## src/rtl/regfile_pkg.sv

```systemverilog
// -----------------------------------------------------------------------------
// regfile_pkg
//   Constants and helpers shared by the register file and the datapath that
//   uses it.
//   RF_WIDTH / RF_DEPTH : default operand width and register count.
//   clog2()             : address width needed to index a given entry count.
// -----------------------------------------------------------------------------
package regfile_pkg;

  localparam int RF_WIDTH = 4;
  localparam int RF_DEPTH = 32;

  // Smallest n with 2**n >= value. Never returns less than 1, so that a
  // two-entry file still gets a one-bit address.
  function automatic int clog2(input int value);
    int n;
    n = 1;
    while ((1 << n) < value) n++;
    return n;
  endfunction

endpackage

```

## src/rtl/regfile_read_port.sv

```systemverilog
// -----------------------------------------------------------------------------
// regfile_read_port
//   One registered read port of the register file.
//   Ports:
//     clk, rst_n   : clock, asynchronous active-low reset
//     i_mem        : flattened storage, entry k at bits [k*WIDTH +: WIDTH]
//     i_wr_legal   : a write that will really update storage on this edge
//     i_waddr      : write address, used for the write-to-read bypass
//     i_wdata      : write data, forwarded on a bypass hit
//     i_re         : read request
//     i_raddr      : read address
//     o_rdata      : registered read data, held while i_re is low
//     o_rvalid     : one-cycle strobe, o_rdata was loaded on the last edge
//     o_range_err  : combinational, active read with an address >= DEPTH
// -----------------------------------------------------------------------------
module regfile_read_port
  import regfile_pkg::*;
#(
  parameter int WIDTH    = RF_WIDTH,
  parameter int DEPTH    = RF_DEPTH,
  parameter int ADDR_W   = clog2(DEPTH),
  parameter int ZERO_REG = 1
) (
  input  logic                   clk,
  input  logic                   rst_n,
  input  logic [DEPTH*WIDTH-1:0] i_mem,
  input  logic                   i_wr_legal,
  input  logic [ADDR_W-1:0]      i_waddr,
  input  logic [WIDTH-1:0]       i_wdata,
  input  logic                   i_re,
  input  logic [ADDR_W-1:0]      i_raddr,
  output logic [WIDTH-1:0]       o_rdata,
  output logic                   o_rvalid,
  output logic                   o_range_err
);

  // One extra bit so DEPTH == 2**ADDR_W is representable; the range compare
  // then folds to constant true.
  localparam logic [ADDR_W:0] DEPTH_L = (ADDR_W + 1)'(DEPTH);

  logic             w_in_range;
  logic             w_is_zero;
  logic             w_bypass;
  logic [WIDTH-1:0] w_entry;
  logic [WIDTH-1:0] w_next;

  assign w_in_range  = ({1'b0, i_raddr} < DEPTH_L);
  assign w_is_zero   = (ZERO_REG != 0) && (i_raddr == '0);
  // i_wr_legal already excludes out-of-range and hardwired-zero writes, so a
  // hit here always carries data that storage is about to hold.
  assign w_bypass    = i_wr_legal && (i_waddr == i_raddr);
  assign o_range_err = i_re && !w_in_range;

  // DEPTH:1 word selector over the flattened storage.
  always_comb begin
    // NOTE: default assigned before the loop so no path leaves w_entry
    // unassigned; otherwise synthesis infers a latch.
    w_entry = '0;
    for (int i = 0; i < DEPTH; i++) begin
      if (i_raddr == ADDR_W'(i)) w_entry = i_mem[i*WIDTH +: WIDTH];
    end
  end

  always_comb begin
    w_next = w_entry;
    if (!w_in_range || w_is_zero) w_next = '0;
    else if (w_bypass)            w_next = i_wdata;
  end

  // NOTE: non-blocking assignments for all clocked state, so every register
  // samples values from before the edge regardless of evaluation order.
  always_ff @(posedge clk or negedge rst_n) begin
    if (!rst_n) begin
      o_rdata  <= '0;
      o_rvalid <= 1'b0;
    end else begin
      o_rvalid <= i_re;
      if (i_re) o_rdata <= w_next;
    end
  end

endmodule

```

## src/rtl/regfile_2r1w.sv

```systemverilog
// -----------------------------------------------------------------------------
// regfile_2r1w
//   DEPTH x WIDTH register file, one synchronous write port and two
//   independent registered read ports with same-edge write bypass, optional
//   hardwired-zero entry 0 and out-of-range address detection.
//   Ports:
//     clk, rst_n                  : clock, asynchronous active-low reset
//     we, waddr, wdata            : write port
//     re_a, raddr_a               : read request / address, port A
//     rdata_a, rvalid_a           : registered data / one-cycle strobe, port A
//     re_b, raddr_b, rdata_b, rvalid_b : same for port B
//     addr_err                    : registered pulse, an active access on the
//                                   previous edge used an address >= DEPTH
// -----------------------------------------------------------------------------
module regfile_2r1w
  import regfile_pkg::*;
#(
  parameter int WIDTH    = RF_WIDTH,
  parameter int DEPTH    = RF_DEPTH,
  parameter int ADDR_W   = clog2(DEPTH),
  parameter int ZERO_REG = 1
) (
  input  logic              clk,
  input  logic              rst_n,
  input  logic              we,
  input  logic [ADDR_W-1:0] waddr,
  input  logic [WIDTH-1:0]  wdata,
  input  logic              re_a,
  input  logic [ADDR_W-1:0] raddr_a,
  output logic [WIDTH-1:0]  rdata_a,
  output logic              rvalid_a,
  input  logic              re_b,
  input  logic [ADDR_W-1:0] raddr_b,
  output logic [WIDTH-1:0]  rdata_b,
  output logic              rvalid_b,
  output logic              addr_err
);

  localparam logic [ADDR_W:0] DEPTH_L = (ADDR_W + 1)'(DEPTH);

  logic [DEPTH*WIDTH-1:0] r_mem;
  logic                   r_addr_err;
  logic                   w_wr_in_range;
  logic                   w_wr_legal;
  logic                   w_wr_err;
  logic                   w_err_a;
  logic                   w_err_b;

  assign w_wr_in_range = ({1'b0, waddr} < DEPTH_L);
  assign w_wr_legal    = we && w_wr_in_range && !((ZERO_REG != 0) && (waddr == '0));
  assign w_wr_err      = we && !w_wr_in_range;

  // Storage. With ZERO_REG=1 entry 0 is never written, so it stays at its
  // reset value of 0 and behaves as a constant.
  always_ff @(posedge clk or negedge rst_n) begin
    if (!rst_n) begin
      // NOTE: storage is reset here because every entry must read 0 before
      // its first write; this makes it flops, not an inferred RAM macro.
      r_mem <= '0;
    end else begin
      for (int i = 0; i < DEPTH; i++) begin
        if (w_wr_legal && (waddr == ADDR_W'(i))) r_mem[i*WIDTH +: WIDTH] <= wdata;
      end
    end
  end

  regfile_read_port #(
    .WIDTH   (WIDTH),
    .DEPTH   (DEPTH),
    .ADDR_W  (ADDR_W),
    .ZERO_REG(ZERO_REG)
  ) u_port_a (
    .clk        (clk),
    .rst_n      (rst_n),
    .i_mem      (r_mem),
    .i_wr_legal (w_wr_legal),
    .i_waddr    (waddr),
    .i_wdata    (wdata),
    .i_re       (re_a),
    .i_raddr    (raddr_a),
    .o_rdata    (rdata_a),
    .o_rvalid   (rvalid_a),
    .o_range_err(w_err_a)
  );

  regfile_read_port #(
    .WIDTH   (WIDTH),
    .DEPTH   (DEPTH),
    .ADDR_W  (ADDR_W),
    .ZERO_REG(ZERO_REG)
  ) u_port_b (
    .clk        (clk),
    .rst_n      (rst_n),
    .i_mem      (r_mem),
    .i_wr_legal (w_wr_legal),
    .i_waddr    (waddr),
    .i_wdata    (wdata),
    .i_re       (re_b),
    .i_raddr    (raddr_b),
    .o_rdata    (rdata_b),
    .o_rvalid   (rvalid_b),
    .o_range_err(w_err_b)
  );

  // All three range terms fold to 0 when DEPTH == 2**ADDR_W.
  always_ff @(posedge clk or negedge rst_n) begin
    if (!rst_n) r_addr_err <= 1'b0;
    else        r_addr_err <= w_wr_err | w_err_a | w_err_b;
  end

  assign addr_err = r_addr_err;

endmodule
```

## config.mk

```make
export PLATFORM = sky130hd
export DESIGN_NAME = regfile_2r1w
export DESIGN_NICKNAME = d
export VERILOG_FILES = /design/src/rtl/regfile_pkg.sv /design/src/rtl/regfile_read_port.sv /design/src/rtl/regfile_2r1w.sv
export SDC_FILE = /design/constraint.sdc
export NUM_CORES = 1
export LEC_CHECK = 0
export CELL_PAD_IN_SITES_DETAIL_PLACEMENT = 0
export CELL_PAD_IN_SITES_GLOBAL_PLACEMENT = 1
export CORE_MARGIN = 4
export CORE_UTILIZATION = 52
export DETAILED_ROUTE_END_ITERATION = 12
export PLACE_DENSITY_LB_ADDON = 0.1
export SLEW_MARGIN = 0
export SYNTH_ARGS = -nofsm -noshare
export SYNTH_HDL_FRONTEND = slang
export SYNTH_SLANG_ARGS = --single-unit
```

## constraint.sdc

```tcl
create_clock -name clk -period 2.4 [get_ports clk]
set_input_delay 0.48 -clock clk [delete_from_list [all_inputs] [get_ports clk]]
set_output_delay 0.48 -clock clk [all_outputs]
set_load 0.1 [all_outputs]
```

Word level (Yosys, flattened, before mapping)
Index checks and enable logic that the tools add are counted.

storage, ports and cells
  flip-flop bits (word level) = 134
  bits of input ports = 24
  output and inout bits = 11
  word-level logic and storage cells = 234

cells by class
  equal/unequal tests = 95
  mux-type cells = 66
  reduce and logical (&&, ||, !) cells = 38

operators by type and width
  kind                                            number
  two-way mux 4 bit                               66
  == test 5 bit (second input constant)           48
  == test 5 x 4 -> 1 bit (second input constant)  24
  == test 5 x 3 -> 1 bit (second input constant)  12
  logical AND 1 bit                               34
  == test 5 x 2 -> 1 bit (second input constant)  6
  == test 5 x 1 -> 1 bit (second input constant)  3
  logical NOT 5 bit                               3
  == test 5 bit                                   2
  logical NOT 1 bit                               1

Longest topological paths before layout
Gate-level depths: netlist (run 1).

  word-level depth = 34
  mapped depth = 10
  depth with buffers taken out = 7

Modules after synthesis
Synthesis (run 1) repeated with hierarchy kept, for this count alone.

second synthesis, totals
  cell total of the unflattened synthesis = 921
  area total of the unflattened synthesis = 9185.1 µm²

modules (own cells, without submodules)
  module                        instances  cells an instance  area an instance (µm²)  seq. area each (µm²)
  regfile_2r1w                  1          319                4972.3                  3228.1
  regfile_read_port (u_port_a)  1          311                2182.1                  125.1
  regfile_read_port (u_port_b)  1          291                2030.7                  125.1

Least setup slack after synthesis (run 1)
No wires, ideal clock.

  kind = input to register
  start = input port waddr[0]
  end = register u_port_b.o_rdata[1]
  setup time = 95 ps
  arrival = 2151 ps
  required time = 2305 ps
  slack = 153 ps
  stages = 8
  buffers on the path = 1
  cells stage by stage = buf_6 or4_4 o21ai_4 nor3_2 or4_1 a21oi_1 a21oi_1 o31ai_1

between the ends
  longest elaborated chain between the ends = 6
  elaborated cells between the ends (all ways) = 7
  those cells by class = eq/ne: 1; mux: 2; reduce/logical: 4

RTL lines
  item                    line                     source
  start: declaration      regfile_2r1w.sv:26       input logic [ADDR_W-1:0] waddr,
  logical NOT 5 bit       regfile_2r1w.sv:50       assign w_wr_legal = we && w_wr_in_range && !((ZERO_REG != 0) && (waddr == '0));
  logical NOT 1 bit       regfile_2r1w.sv:50
  logical AND 1 bit       regfile_2r1w.sv:50
  logical AND 1 bit *     regfile_read_port.sv:51  assign w_bypass = i_wr_legal && (i_waddr == i_raddr);
  two-way mux 4 bit *     regfile_read_port.sv:67  else if (w_bypass) w_next = i_wdata;
  two-way mux 4 bit *     regfile_read_port.sv:66  if (!w_in_range || w_is_zero) w_next = '0;
  end signal: assignment  regfile_read_port.sv:78  if (i_re) o_rdata <= w_next;
  end: declaration        regfile_read_port.sv:32  output logic [WIDTH-1:0] o_rdata,

Mark *: on every way between the ends. The rest lies on a longest branch, timed or not.
A chain may end at the register's enable or synchronous reset.

Worst setup path in the final report (run 1)
  start = input port raddr_b[3]
  end = register u_port_b.o_rdata[2]

between the ends
  longest elaborated chain between the ends = 34
  elaborated cells between the ends (all ways) = 67
  those cells by class = eq/ne: 32; mux: 33; reduce/logical: 2

RTL lines
  item                             line                     source
  start: declaration               regfile_2r1w.sv:33       input logic [ADDR_W-1:0] raddr_b,
  == test 5 x 1 -> 1 bit           regfile_read_port.sv:60  if (i_raddr == ADDR_W'(i)) w_entry = i_mem[i*WIDTH +: WIDTH];
  two-way mux 4 bit (31 in a row)  regfile_read_port.sv:60
  two-way mux 4 bit                regfile_read_port.sv:67
  two-way mux 4 bit *              regfile_read_port.sv:66

Marked as above.

==> results of run 1 <==
power by group through the flow:
stage	Sequential, mW	Combinational, mW	Clock (mW)
5_1_grt	3.27	2.11	2.98
2_1_floorplan	3.13	1.02	0
3_5_place_dp	3.25	1.91	0
4_1_cts	3.22	1.93	2.87
6_report	3.27	1.99	2.88
3_3_place_gp	3.23	1.87	0
Yosys cell counts, types with 7 or more instances:
cell type	instances	area [µm²]
or3_1	7	43.8
o32ai_1	7	61.3
nor2_1	65	244
inv_1	23	86.3
buf_1	7	26.3
nor2b_1	22	138
o21ai_0	84	420
nand2_1	107	402
nor4_1	10	62.6
nand2b_1	17	106
o31ai_1	9	67.6
dfrtp_1	134	3350
o221ai_1	9	78.8
a22oi_1	13	97.6
nor3b_1	8	60.1
mux2i_1	21	210
o211ai_1	9	67.6
o22ai_1	17	106
xnor2_1	8	70.1
buf_2	31	155
clkbuf_1	35	131
nand3_1	16	80.1
mux2_2	107	1200
nor3_1	16	80.1
a21oi_1	59	295
a221oi_1	8	70.1
per-layer routing:
| layer | routed length, µm | global-route usage | up-vias |
|---|---|---|---|
| li1 | - | - | 3902 |
| met1 | 14400 | 0.548 | 4467 |
| met2 | 15800 | 0.597 | 698 |
| met3 | 4420 | 0.104 | 122 |
| met4 | 1480 | 0.152 | 2 |
| met5 | 45 | 0 | - |
cell families (layout without fill, tap and decap cells):
logic type      Yosys count  count (layout)  share of synthesized area
flops                   134             134                      0.386
buf+inv                 100             280                     0.0495
simple gates            305             305                      0.173
xor+xnor                 10              10                     0.0101
compound gates          283             283                      0.213
other cells               1               1                   0.000432
mux                     130             130                      0.168
metrics by stage:
stage | setup slack, ns | instance area [µm²]
final | 0.0264 | 11200
after CTS | 0.00342 | 11200
after global routing | -0.0105 | 11200
after detailed placement | -0.437 | 10500
after floorplan | 0.153 | 8690
after global placement | -0.436 | 10500
path summary, 6_finish.rpt:
path                                                  from                               to  slack, ns  cells past startpoint
max                                             raddr_b[3]  u_port_b.o_rdata[2]$_DFFE_PN0P_       0.03                      9
min                                                  rst_n            r_mem[29]$_DFFE_PN0P_       0.50                      2
max reg2reg                          r_mem[76]$_DFFE_PN0P_  u_port_b.o_rdata[0]$_DFFE_PN0P_       0.21                      7
min reg2reg                u_port_b.o_rdata[0]$_DFFE_PN0P_  u_port_b.o_rdata[0]$_DFFE_PN0P_       0.50                      1
max in group asynchronous                            rst_n           r_mem[100]$_DFFE_PN0P_       1.14                      3
min in group clk           u_port_b.o_rdata[0]$_DFFE_PN0P_  u_port_b.o_rdata[0]$_DFFE_PN0P_       0.50                      1
cell usage in the layout, fill, tap and decap left out, drive strengths merged, types with 21 or more instances in the layout:
cell	count
nor2b	22
nand2	107
inv	24
mux2	107
o21ai	86
dfrtp	134
buf	206
mux2i	21
nor2	65
a21oi	59
clkbuf	21
what timing repair did:
| action | in CTS | in global routing |
|---|---|---|
| hold endpoints to repair | 30 | 0 |
| setup endpoints to repair | 1 | 7 |
| resized for setup | 2 | 15 |
| hold buffers | 1 | 0 |
| pin swaps | 3 | 6 |
critical path, stage by stage:
cell and delay (ns):
clkdlybuf4s50_1 0.53, buf_4 0.15, nor3b_2 0.05, and2_1 0.20
a222oi_1 0.48, o221ai_2 0.18, a21oi_2 0.18, o211ai_1 0.12
a221o_1 0.33
cell type report:
cell class | instances | area [µm²]
Tap cell | 216 | 270
Multi-Input combinational cell | 729 | 4960
Timing Repair Buffer | 225 | 1910
Clock buffer | 21 | 470
Fill cell | 1241 | 4900
Clock inverter | 11 | 171
Sequential cell | 134 | 3350
Inverter | 23 | 86.3
registers in the layout, summed over array words and instances, names as in the netlist:
register and flops:
r_mem 124, u_port_a.o_rdata 4, u_port_a.o_rvalid 1, u_port_b.o_rvalid 1, u_port_b.o_rdata 4
==> flow_metrics.tcl, run 1 <==
set metrics [dict create \
    synth_edf_count 0 \
    power_density_nw_per_um2 725 \
    grt_pass1_vias 8911 \
    gr-total-overflow 0 \
    dieArea_um2 18800 \
    cts.clk_slew.worst_paths_ns 0.06 \
    p_int_mw 5.38 \
    worst_setup_path_end_kind "flip-flop" \
    cts_setup_buffers 0 \
    grt_use_total 0.396 \
    layoutNonFillerInstCount 1359 \
    ys_seq_area_frac 0.386 \
    fin_tns_setup_ns 0 \
    netSwitchingPower_mw 2.76 \
    worstMarginPinSlew_ns 0.641 \
    cap_violations 0 \
    place_congestion 1.16 \
    finalPower_mw 8.14 \
    ios 35 \
    initial_core_util 0.539 \
    cts_tree "yes" \
    drtIter0Drc 1616 \
    sequentialPowerShare 0.402 \
    clockBufferDepth 2 \
    drv_slew 0 \
    period_needed_ns 2.37 \
    numCtsBuffers 17 \
    dieWidth_um 137 \
    crit_arrival_ns 2.69 \
    postRouteAntennaNets 0 \
    clk_latency_ns 0.43 \
    cts.sinks 134 \
    min_path_type "input port to asynchronous set/reset pin" \
    grt_first_pass_wirelength_um 54900 \
    yosysUniqueCellTypes 71 \
    clock.fmax_ghz 0.421 \
    drt_wl_total_um 36100 \
    drc 0 \
    final_core_util 0.696 \
    hold_ws_ns 0.503 \
    diodes 0 \
    syn_inst 963 \
    crit_type "input port to flip-flop" \
    outcome "finished, final reports clean" \
    nNetsFinal 1154 \
    place_hpwl_um 27500 \
    io_buffers 33 \
    min_period_over_period 0.989 \
    yosysWarningCount 0 \
    placed_cells 1326 \
    dr_total_vias 9191 \
    hold_viol_final 0 \
    core_area_um2 16100 \
    synth_ff_type "dfrtp_1" \
    ys_async_sr_fraction 1.00 \
    crit_required_ns 2.72 \
    p_leak_nw 4.90 \
    rsz0062_at_grt "yes" \
    switching_share 0.339 \
    ys_ff_latch 134 \
    firstDrtPassIters 8 \
    clock_power_share 0.353 \
    maxSlewHeadroom 0.567 \
    skew_ns 0.00855 \
    die_h_um 137 \
    wl_per_cell_um 26.6 \
    crit_fanout 3 \
    syn_to_final_growth_pct 29.2 \
    vias_per_cell 6.76 \
    grt_start_max_net_pins 72 \
    drive_gt1_frac 0.322 \
    rows 46 \
    antenna_found_initial 0 \
    startpoint_type "input port" \
    cts-root-buf "clkbuf_16" \
    setup_viol 0 \
    synth_fp_nets 987 \
    h-tree-depth 4 \
    p_comb_frac 0.244 \
    ir_drop_v 0.000584 \
    synth_area_per_cell_um2 9.02 \
    synth_area_um2 8690 \
]
No activity file was read; power rests on OpenSTA's default activity.
==> inputs of run 2 (changes only) <==
--- a/config.mk
+++ b/config.mk
@@ -8,10 +8,11 @@
 export CELL_PAD_IN_SITES_DETAIL_PLACEMENT = 0
 export CELL_PAD_IN_SITES_GLOBAL_PLACEMENT = 1
 export CORE_MARGIN = 4
-export CORE_UTILIZATION = 52
+export CORE_UTILIZATION = 48
 export DETAILED_ROUTE_END_ITERATION = 12
 export PLACE_DENSITY_LB_ADDON = 0.1
-export SLEW_MARGIN = 0
+export SKIP_CTS_REPAIR_TIMING = 1
+export SLEW_MARGIN = 20
 export SYNTH_ARGS = -nofsm -noshare
 export SYNTH_HDL_FRONTEND = slang
 export SYNTH_SLANG_ARGS = --single-unit
==> constraint.sdc (replaced) <==
create_clock -name clk -period 2.2 [get_ports clk]
set_input_delay 0.44 -clock clk [delete_from_list [all_inputs] [get_ports clk]]
set_output_delay 0.44 -clock clk [all_outputs]
set_load 0.1 [all_outputs]
==> flow_metrics.tcl, run 2 (synthesized netlist as in run 1, its figures left out) <==
set metrics [dict create \
    outcome "finished, final reports clean" \
    vias_per_cell 6.57 \
    cts.sinks 134 \
    final_cell_mix "buf_4, dfrtp_1, mux2_2" \
    startpoint_type "flip-flop" \
    fin_tns_setup_ns 0 \
    drc 0 \
    cp_cell_sequence "mux2_2 -> a22oi_1 -> o22ai_1 -> a21oi_1 -> o311a_1 -> o21ai_1 -> a32o_1" \
    initial_core_util 0.495 \
    dieArea_um2 20300 \
    crit_path_top_delay_cell "dfrtp_1" \
    critical-path-max-stage-delay_ns 0.47 \
    dr_total_vias 9375 \
    core_area_um2 17500 \
    min_path_type "input port to asynchronous set/reset pin" \
    drtIter0Drc 1267 \
    ios 35 \
    wl_per_cell_um 26.8 \
    p_leak_nw 5.25 \
    grt_first_pass_wirelength_um 56400 \
    drv_slew 0 \
    cts.clk_slew.worst_paths_ns 0.06 \
    antenna_found_initial 0 \
    r2r_setup_slack_ns 0.03 \
    largest_reg_flops 124 \
    ff2ff_path_depth 7 \
    setup_viol 0 \
    cts_tree "yes" \
    die_h_um 143 \
    drt_wl_total_um 38200 \
    multi_input_area_um2 5050 \
    syn_to_final_growth_pct 34.8 \
    cts-root-buf "clkbuf_16" \
    grt_use_total 0.375 \
    hold_viol_final 0 \
    seqCellArea_um2 3350 \
    postRouteAntennaNets 0 \
    crit_fanout 4 \
    maxSlewHeadroom 0.633 \
    rsz0062_at_grt "no" \
    setup_ws_ns 0.0272 \
    regToRegEndpoint "u_port_b.o_rdata[0]$_DFFE_PN0P_" \
    firstDrtPassIters 7 \
    period_needed_ns 2.17 \
    io_buffers 33 \
    grt_pass1_vias 8941 \
    regMostFlops "r_mem" \
    min_period_over_period 0.988 \
    place_congestion 1.09 \
    skew_ns 0.00832 \
    crit_arrival_ns 2.50 \
    place_hpwl_um 29300 \
    diodes 0 \
    cap_violations 0 \
    fillers 1433 \
    rows 48 \
    dieWidth_um 143 \
    gr-total-overflow 0 \
    crit_type "flip-flop to flip-flop" \
    r2r-start "r_mem[76]$_DFFE_PN0P_" \
    power_density_nw_per_um2 767 \
    ir_drop_v 0.000582 \
    pre_cts_ws_ns -0.599 \
    clock.fmax_ghz 0.460 \
    worst_setup_path_end_kind "flip-flop" \
    grt_start_max_net_pins 43 \
    layout_commonest_cell "buf_4" \
    crit_required_ns 2.53 \
    largestRegisters "r_mem (124), u_port_a.o_rdata (4), u_port_b.o_rdata (4)" \
    clockBufferDepth 2 \
    numCtsBuffers 17 \
    worstMarginPinSlew_ns 0.550 \
    clk_latency_ns 0.44 \
    nNetsFinal 1213 \
    h-tree-depth 4 \
    drive_gt1_frac 0.366 \
    cp-startpoint "r_mem[76]$_DFFE_PN0P_" \
]
[run 2: per-layer routing]
metal	global-route usage	part of all wire	vias up	routed length [µm]
met5	0.0167	0.0012	-	47
li1	-	-	4016	-
met2	0.555	0.43	683	16400
met4	0.130	0.041	2	1580
met3	0.112	0.13	145	4930
met1	0.521	0.40	4529	15200
[run 2: cell type report]
class,instances,area share
inverters,23,0.00737
clock buffers,17,0.0363
repair buffers,283,0.198
flip-flops and latches,134,0.286
multi-input cells,730,0.431
clock inverters,14,0.0170
well taps,225,0.0240
[run 2: worst max-delay path: cells and delay by family, from the launching register on]
kind           cells  cell delay [ns]
flip-flops         1             0.47
AO/OA/AOI/OAI      6             1.29
multiplexers       1             0.30
[run 2: power by group]
group / internal (mW) / total [mW] / leakage [nW] / switching [mW]
sequential: 2.93 / 3.56 / 1.71 / 0.632
clock: 1.90 / 3.12 / 0.304 / 1.22
combinational: 1.02 / 2.30 / 3.24 / 1.28
total: 5.85 / 8.99 / 5.25 / 3.14
[run 2: worst max-delay path by stage]
stage / end
2_1_floorplan: u_port_b.o_rdata[2]$_DFFE_PN0P_
3_3_place_gp: u_port_b.o_rdata[2]$_DFFE_PN0P_
3_5_place_dp: u_port_b.o_rdata[2]$_DFFE_PN0P_
4_1_cts: u_port_b.o_rdata[2]$_DFFE_PN0P_
5_1_grt: u_port_b.o_rdata[1]$_DFFE_PN0P_
6_report: u_port_b.o_rdata[0]$_DFFE_PN0P_
[run 2: metrics by stage]
step	total power, mW	area, µm²	utilization	hold WS, ns	cells
2_1_floorplan	4.53	8690	-	0.144	963
3_3_place_gp	5.67	10900	0.621	0.393	1391
3_5_place_dp	5.73	10900	0.621	0.403	1391
4_1_cts	8.84	11500	0.656	-0.0590	1422
5_1_grt	9.26	11700	0.668	0.514	1426
6_report	8.99	11700	0.668	0.493	1426
